### src/rtl/otf_quotient_accumulator.sv
// otf_quotient_accumulator: iterative on-the-fly signed-digit quotient converter.
// Keeps Q and QM = Q - 1 ulp so each digit is absorbed without carry propagation.
module otf_quotient_accumulator #(
    parameter int  WIDTH      = 32,
    parameter int  RADIX_LOG2 = 2,
    parameter int  MAX_ITERS  = WIDTH / RADIX_LOG2,
    localparam int CW         = $clog2(MAX_ITERS + 1)
) (
    input  logic             clk,
    input  logic             rst,
    input  logic             start_i,
    input  logic [CW-1:0]    iters_i,
    input  logic             digit_valid_i,
    input  logic [2:0]       digit_i,
    input  logic             rem_neg_i,
    input  logic             flush_i,
    output logic             busy_o,
    output logic             result_valid_o,
    input  logic             result_ready_i,
    output logic [WIDTH-1:0] quotient_o,
    output logic [WIDTH-1:0] q_o,
    output logic [WIDTH-1:0] qm_o,
    output logic             bad_digit_o
);
    localparam logic [1:0] IDLE  = 2'd0;
    localparam logic [1:0] ACCUM = 2'd1;
    localparam logic [1:0] DONE  = 2'd2;
    logic [1:0]            state_q, state_d;
    logic [WIDTH-1:0]      q_q, q_d, qm_q, qm_d, quot_q, quot_d;
    logic [CW-1:0]         cnt_q, cnt_d;
    logic                  bad_q, bad_d;
    logic                  d_neg, d_pos, illegal;
    logic [RADIX_LOG2-1:0] lo_m1;
    logic [WIDTH-1:0]      q_src, qm_src, q_nx, qm_nx;
    assign d_neg   = digit_i[2];
    assign d_pos   = ~digit_i[2] & |digit_i[1:0];
    // radix 2 accepts only -1/0/+1; radix 4 rejects only -4
    assign illegal = (RADIX_LOG2 == 1) ? (digit_i[2] ? digit_i != 3'b111 : digit_i[1])
                                       : digit_i == 3'b100;
    assign lo_m1   = digit_i[RADIX_LOG2-1:0] - RADIX_LOG2'(1);
    assign q_src   = d_neg ? qm_q : q_q;
    assign qm_src  = d_pos ? q_q : qm_q;
    assign q_nx    = (q_src << RADIX_LOG2) | WIDTH'(digit_i[RADIX_LOG2-1:0]);
    assign qm_nx   = (qm_src << RADIX_LOG2) | WIDTH'(lo_m1);
    always_comb begin
        state_d = state_q;
        q_d     = q_q;
        qm_d    = qm_q;
        cnt_d   = cnt_q;
        bad_d   = bad_q;
        quot_d  = quot_q;
        if (flush_i) begin
            state_d = IDLE;
        end else if (state_q == IDLE && start_i) begin
            state_d = ACCUM;
            q_d     = '0;
            qm_d    = '1;
            cnt_d   = (iters_i == '0) ? CW'(1) : iters_i;
            bad_d   = 1'b0;
        end else if (state_q == ACCUM && digit_valid_i) begin
            q_d   = q_nx;
            qm_d  = qm_nx;
            cnt_d = cnt_q - CW'(1);
            bad_d = bad_q | illegal;
            if (cnt_q == CW'(1)) begin
                state_d = DONE;
                quot_d  = rem_neg_i ? qm_nx : q_nx;
            end
        end else if (state_q == DONE && result_ready_i) begin
            state_d = IDLE;
        end
    end
    always_ff @(posedge clk or posedge rst) begin
        if (rst) begin
            state_q <= IDLE;
            q_q     <= '0;
            qm_q    <= '1;
            cnt_q   <= '0;
            bad_q   <= 1'b0;
            quot_q  <= '0;
        end else begin
            state_q <= state_d;
            q_q     <= q_d;
            qm_q    <= qm_d;
            cnt_q   <= cnt_d;
            bad_q   <= bad_d;
            quot_q  <= quot_d;
        end
    end
    assign busy_o         = state_q == ACCUM;
    assign result_valid_o = state_q == DONE;
    assign quotient_o     = quot_q;
    assign q_o            = q_q;
    assign qm_o           = qm_q;
    assign bad_digit_o    = bad_q;
endmodule

### config.mk
export PLATFORM = sky130hd
export DESIGN_NAME = otf_quotient_accumulator
export DESIGN_NICKNAME = d
export VERILOG_FILES = /design/src/rtl/otf_quotient_accumulator.sv
export SDC_FILE = /design/constraint.sdc
export NUM_CORES = 1
export LEC_CHECK = 0
export BUFFER_PORTS_ARGS = -buffer_cell sky130_fd_sc_hd__buf_2
export CAP_MARGIN = 0
export CORE_UTILIZATION = 54
export CTS_BUF_LIST = sky130_fd_sc_hd__clkbuf_4 sky130_fd_sc_hd__clkbuf_8 sky130_fd_sc_hd__clkbuf_16
export CTS_CLUSTER_DIAMETER = 30
export DETAILED_ROUTE_END_ITERATION = 16
export HOLD_SLACK_MARGIN = 0.08
export PLACE_DENSITY_LB_ADDON = 0.3
export SLEW_MARGIN = 10
export SYNTH_ARGS = -nofsm -noshare
export SYNTH_HDL_FRONTEND = slang
export SYNTH_SLANG_ARGS = --single-unit
### constraint.sdc
create_clock -name clk -period 4.2 [get_ports clk]
set_input_delay 0.63 -clock clk [delete_from_list [all_inputs] [get_ports clk]]
set_output_delay 0.63 -clock clk [all_outputs]
set_load 0.05 [all_outputs]
==> reports/qor.txt <==
Result of the run: finished, final reports clean
Count of warnings emitted by yosys: 0
Maximum buffer depth of the clock tree: 2
H-Tree Depth: 3
Via count: 3654
TritonCTS clock tree: built
Number of flops mapped to enable cells by yosys: 0
Total Power: 3900 uW
Post-Route WL: 12.1 mm
Number of global-route vias before repair: 3643
Post-DP HPWL: 7.86 mm
CP max FO: 32
Final weighted congestion of routability-driven global placement: 0.845
Antenna violations before repair: 0
Max-cap violation count: 0
Number of search-and-repair iterations in the first detailed-routing pass: 4
RSZ-0062 raised after global routing: no
Setup-violating endpoint count in the final report: 0
Count of final max-slew check failures: 0
First-pass GRT wire length: 19.7 mm
Count of final hold-check violations: 0
Share of final-layout standard cells stronger than drive strength 1: 45.4%
Critical path start-end classification: reg2reg
Overall fraction of global-route tracks in use: 25.4%
Worst setup skew after layout: 13.5 ps
Width of the die: 99.6 um
Hold Slack: 437 ps
Async set or reset register ratio after synthesis: 100%
Area of all placed cells without fillers: 6000 sq um
Post-place setup slack: 1410 ps
Fill cell instance count of the final layout: 704
Maximum number of pins on one net before global-route repair: 80
Post-DP Area: 5780 sq um
Crit path setup slack, layout: 1730 ps
Endpoint type of the worst setup path: register
Number of cells on the worst reg-to-reg path: 6
CTS Buf Count: 9
Final nets: 504
Syn nets: 402
Antenna-violating nets left: 0
Time the worst path needs with I/O delays and setup: 2470 ps
Later-pin clock latency in the skew report: 370 ps
Count of routing violations after the opening detailed-route iteration: 113
Tightest Pin Transition: 1000 ps
Number of buffers added to fix hold violations after cts: 0
Static Leakage: 0.00290 uW
Fraction of the yosys area taken by sequential cells: 51.3%
Mean number of vias per cell: 5.89
Power per unit of standard cell area: 651 nW/um^2
Layout overhead on the synthesized area: 16.5%
Floorplan Core Area: 9240 sq um
Number of instances on the worst hold path: 2
Type of the worst min-delay path: in2reg
Number of DRC violations after detailed routing: 0
IO Pins: 114
Area of the multi-input gates: 2310 sq um
Die Footprint: 9930 sq um
Worst ir drop on vdd: 0.369 mV
Height of the die: 99.6 um
Startpoint Class: register
Post-synthesis cell type count: 33
Final routed wire length divided by cell count: 19.5 um
Fraction of the cycle the final worst path needs: 58.8%
Commonest non-fill, non-tap cells in the layout: 113 x sky130_fd_sc_hd__buf_2, 73 x sky130_fd_sc_hd__mux2i_1, 72 x sky130_fd_sc_hd__dfrtp_1
Critical Path AT: 2730 ps
Number of inserted diodes: 0
Post-CTS setup buffer count: 0
CTS sink count: 104
Count of input and output buffers: 113
Number of cells produced by synthesis: 384
Sum of negative setup slack: 0 ps
Ys flop type: sky130_fd_sc_hd__dfrtp_1
Average cell area after synthesis: 13.4 sq um
Total congestion overflow: 0
Synth Cell Area: 5150 sq um
Initial Utilization: 55.7%
Post_cts resized: 0
Highest clock frequency the design can meet: 0.405 GHz
Data required time of the critical path: 4460 ps
Footprint of the flip-flops and latches: 2640 sq um
Worst max-slew margin expressed relative to the limit: 33.0%
Most common cell after layout, fill and taps aside: sky130_fd_sc_hd__buf_2
Total of flip-flops plus latches after synthesis: 104
Root buf cell: sky130_fd_sc_hd__clkbuf_8
Number of standard-cell rows in the floorplan: 35
Post-CTS clock slew at the launch and capture registers of the worst setup and hold paths: 100 ps
-- routing by layer --
| layer | vias up | global-route usage (%) | wire length (um) |
|---|---|---|---|
| met5 | - | 0 | 0 |
| met4 | 0 | 6.56 | 138 |
| met3 | 13 | 4.08 | 548 |
| met2 | 122 | 41.5 | 5920 |
| met1 | 1869 | 35.5 | 5470 |
| li1 | 1650 | - | - |
-- stage by stage --
stage	util, %	cells
floorplan	-	384
global placement	62.6	604
detailed placement	62.6	604
CTS	64.9	620
global route	64.9	620
finish	64.9	620
-- worst paths after layout --
kind,from,end,slack (ps)
max,cnt_q[1],quotient_o[31],1730
min,result_ready_i,state_q[1],440
max reg2reg,cnt_q[1],quotient_o[31],1730
min reg2reg,quotient_o[9],quotient_o[9],500
max in group asynchronous,rst,qm_o[22],2770
min in group asynchronous,rst,quotient_o[13],470
-- registers in the layout, summed over array words and instances, names as in the netlist --
register     flops
bad_digit_o      1
state_q          2
q_o             32
cnt_q            5
qm_o            32
quotient_o      32
-- cells by family (layout without fill, tap and decap cells) --
group | Yosys count | after routing | share of synthesized area (%)
muxes | 121 | 121 | 26.1
DFF | 104 | 104 | 51.3
AOI/OAI and AO/OA | 95 | 95 | 14.7
buffers and inverters | 40 | 147 | 4.37
and+or+nand+nor | 20 | 20 | 2.55
adders and majority gates | 3 | 3 | 0.729
xor gates and xnor gates | 1 | 1 | 0.170
-- worst max-delay path: stages, from the launching register on --
cell and delay, ps:
sky130_fd_sc_hd__dfrtp_1 410, sky130_fd_sc_hd__inv_1 100, sky130_fd_sc_hd__ha_1 160, sky130_fd_sc_hd__nor4b_2 200, sky130_fd_sc_hd__buf_4 230, sky130_fd_sc_hd__and2_2 840, sky130_fd_sc_hd__mux2_2 420
-- Yosys cell counts, types with 2 or more instances --
library cell / count / share of area [%]
sky130_fd_sc_hd__mux2i_1: 73 / 14
sky130_fd_sc_hd__ha_1: 3 / 0.73
sky130_fd_sc_hd__mux2_1: 2 / 0.44
sky130_fd_sc_hd__o211ai_1: 3 / 0.44
sky130_fd_sc_hd__nor2_1: 4 / 0.29
sky130_fd_sc_hd__mux2_4: 20 / 5.8
sky130_fd_sc_hd__nand2_1: 3 / 0.22
sky130_fd_sc_hd__buf_12: 2 / 0.78
sky130_fd_sc_hd__a22o_1: 2 / 0.34
sky130_fd_sc_hd__nor4b_1: 2 / 0.34
sky130_fd_sc_hd__mux2_2: 26 / 5.7
sky130_fd_sc_hd__inv_1: 8 / 0.58
sky130_fd_sc_hd__nor3b_1: 2 / 0.29
sky130_fd_sc_hd__buf_2: 16 / 1.6
sky130_fd_sc_hd__a2bb2oi_1: 32 / 5.4
sky130_fd_sc_hd__o2bb2ai_1: 33 / 5.6
sky130_fd_sc_hd__clkbuf_1: 11 / 0.80
sky130_fd_sc_hd__a21oi_1: 20 / 1.9
sky130_fd_sc_hd__nor2b_1: 2 / 0.24
sky130_fd_sc_hd__and2_1: 2 / 0.24
sky130_fd_sc_hd__buf_6: 3 / 0.66
sky130_fd_sc_hd__dfstp_2: 32 / 16
sky130_fd_sc_hd__nor4_1: 2 / 0.24
sky130_fd_sc_hd__dfrtp_1: 72 / 35
-- where the power goes --
part           leakage [uW]  internal, uW  switching (uW)  total, uW
clock              0.000109           289             373        663
combinational       0.00149           524            1180       1700
sequential          0.00130          1290             247       1540
total               0.00290          2100            1800       3900
-- layout make-up --
type / count / share of cell area [%]
sequential: 104 / 44.1
multi-input combinational: 240 / 38.5
timing repair buffer: 123 / 10.7
tap: 129 / 2.69
clock buffer: 9 / 2.07
clock inverter: 7 / 1.48
inverter: 8 / 0.542
No activity file was read; power rests on OpenSTA's default activity.
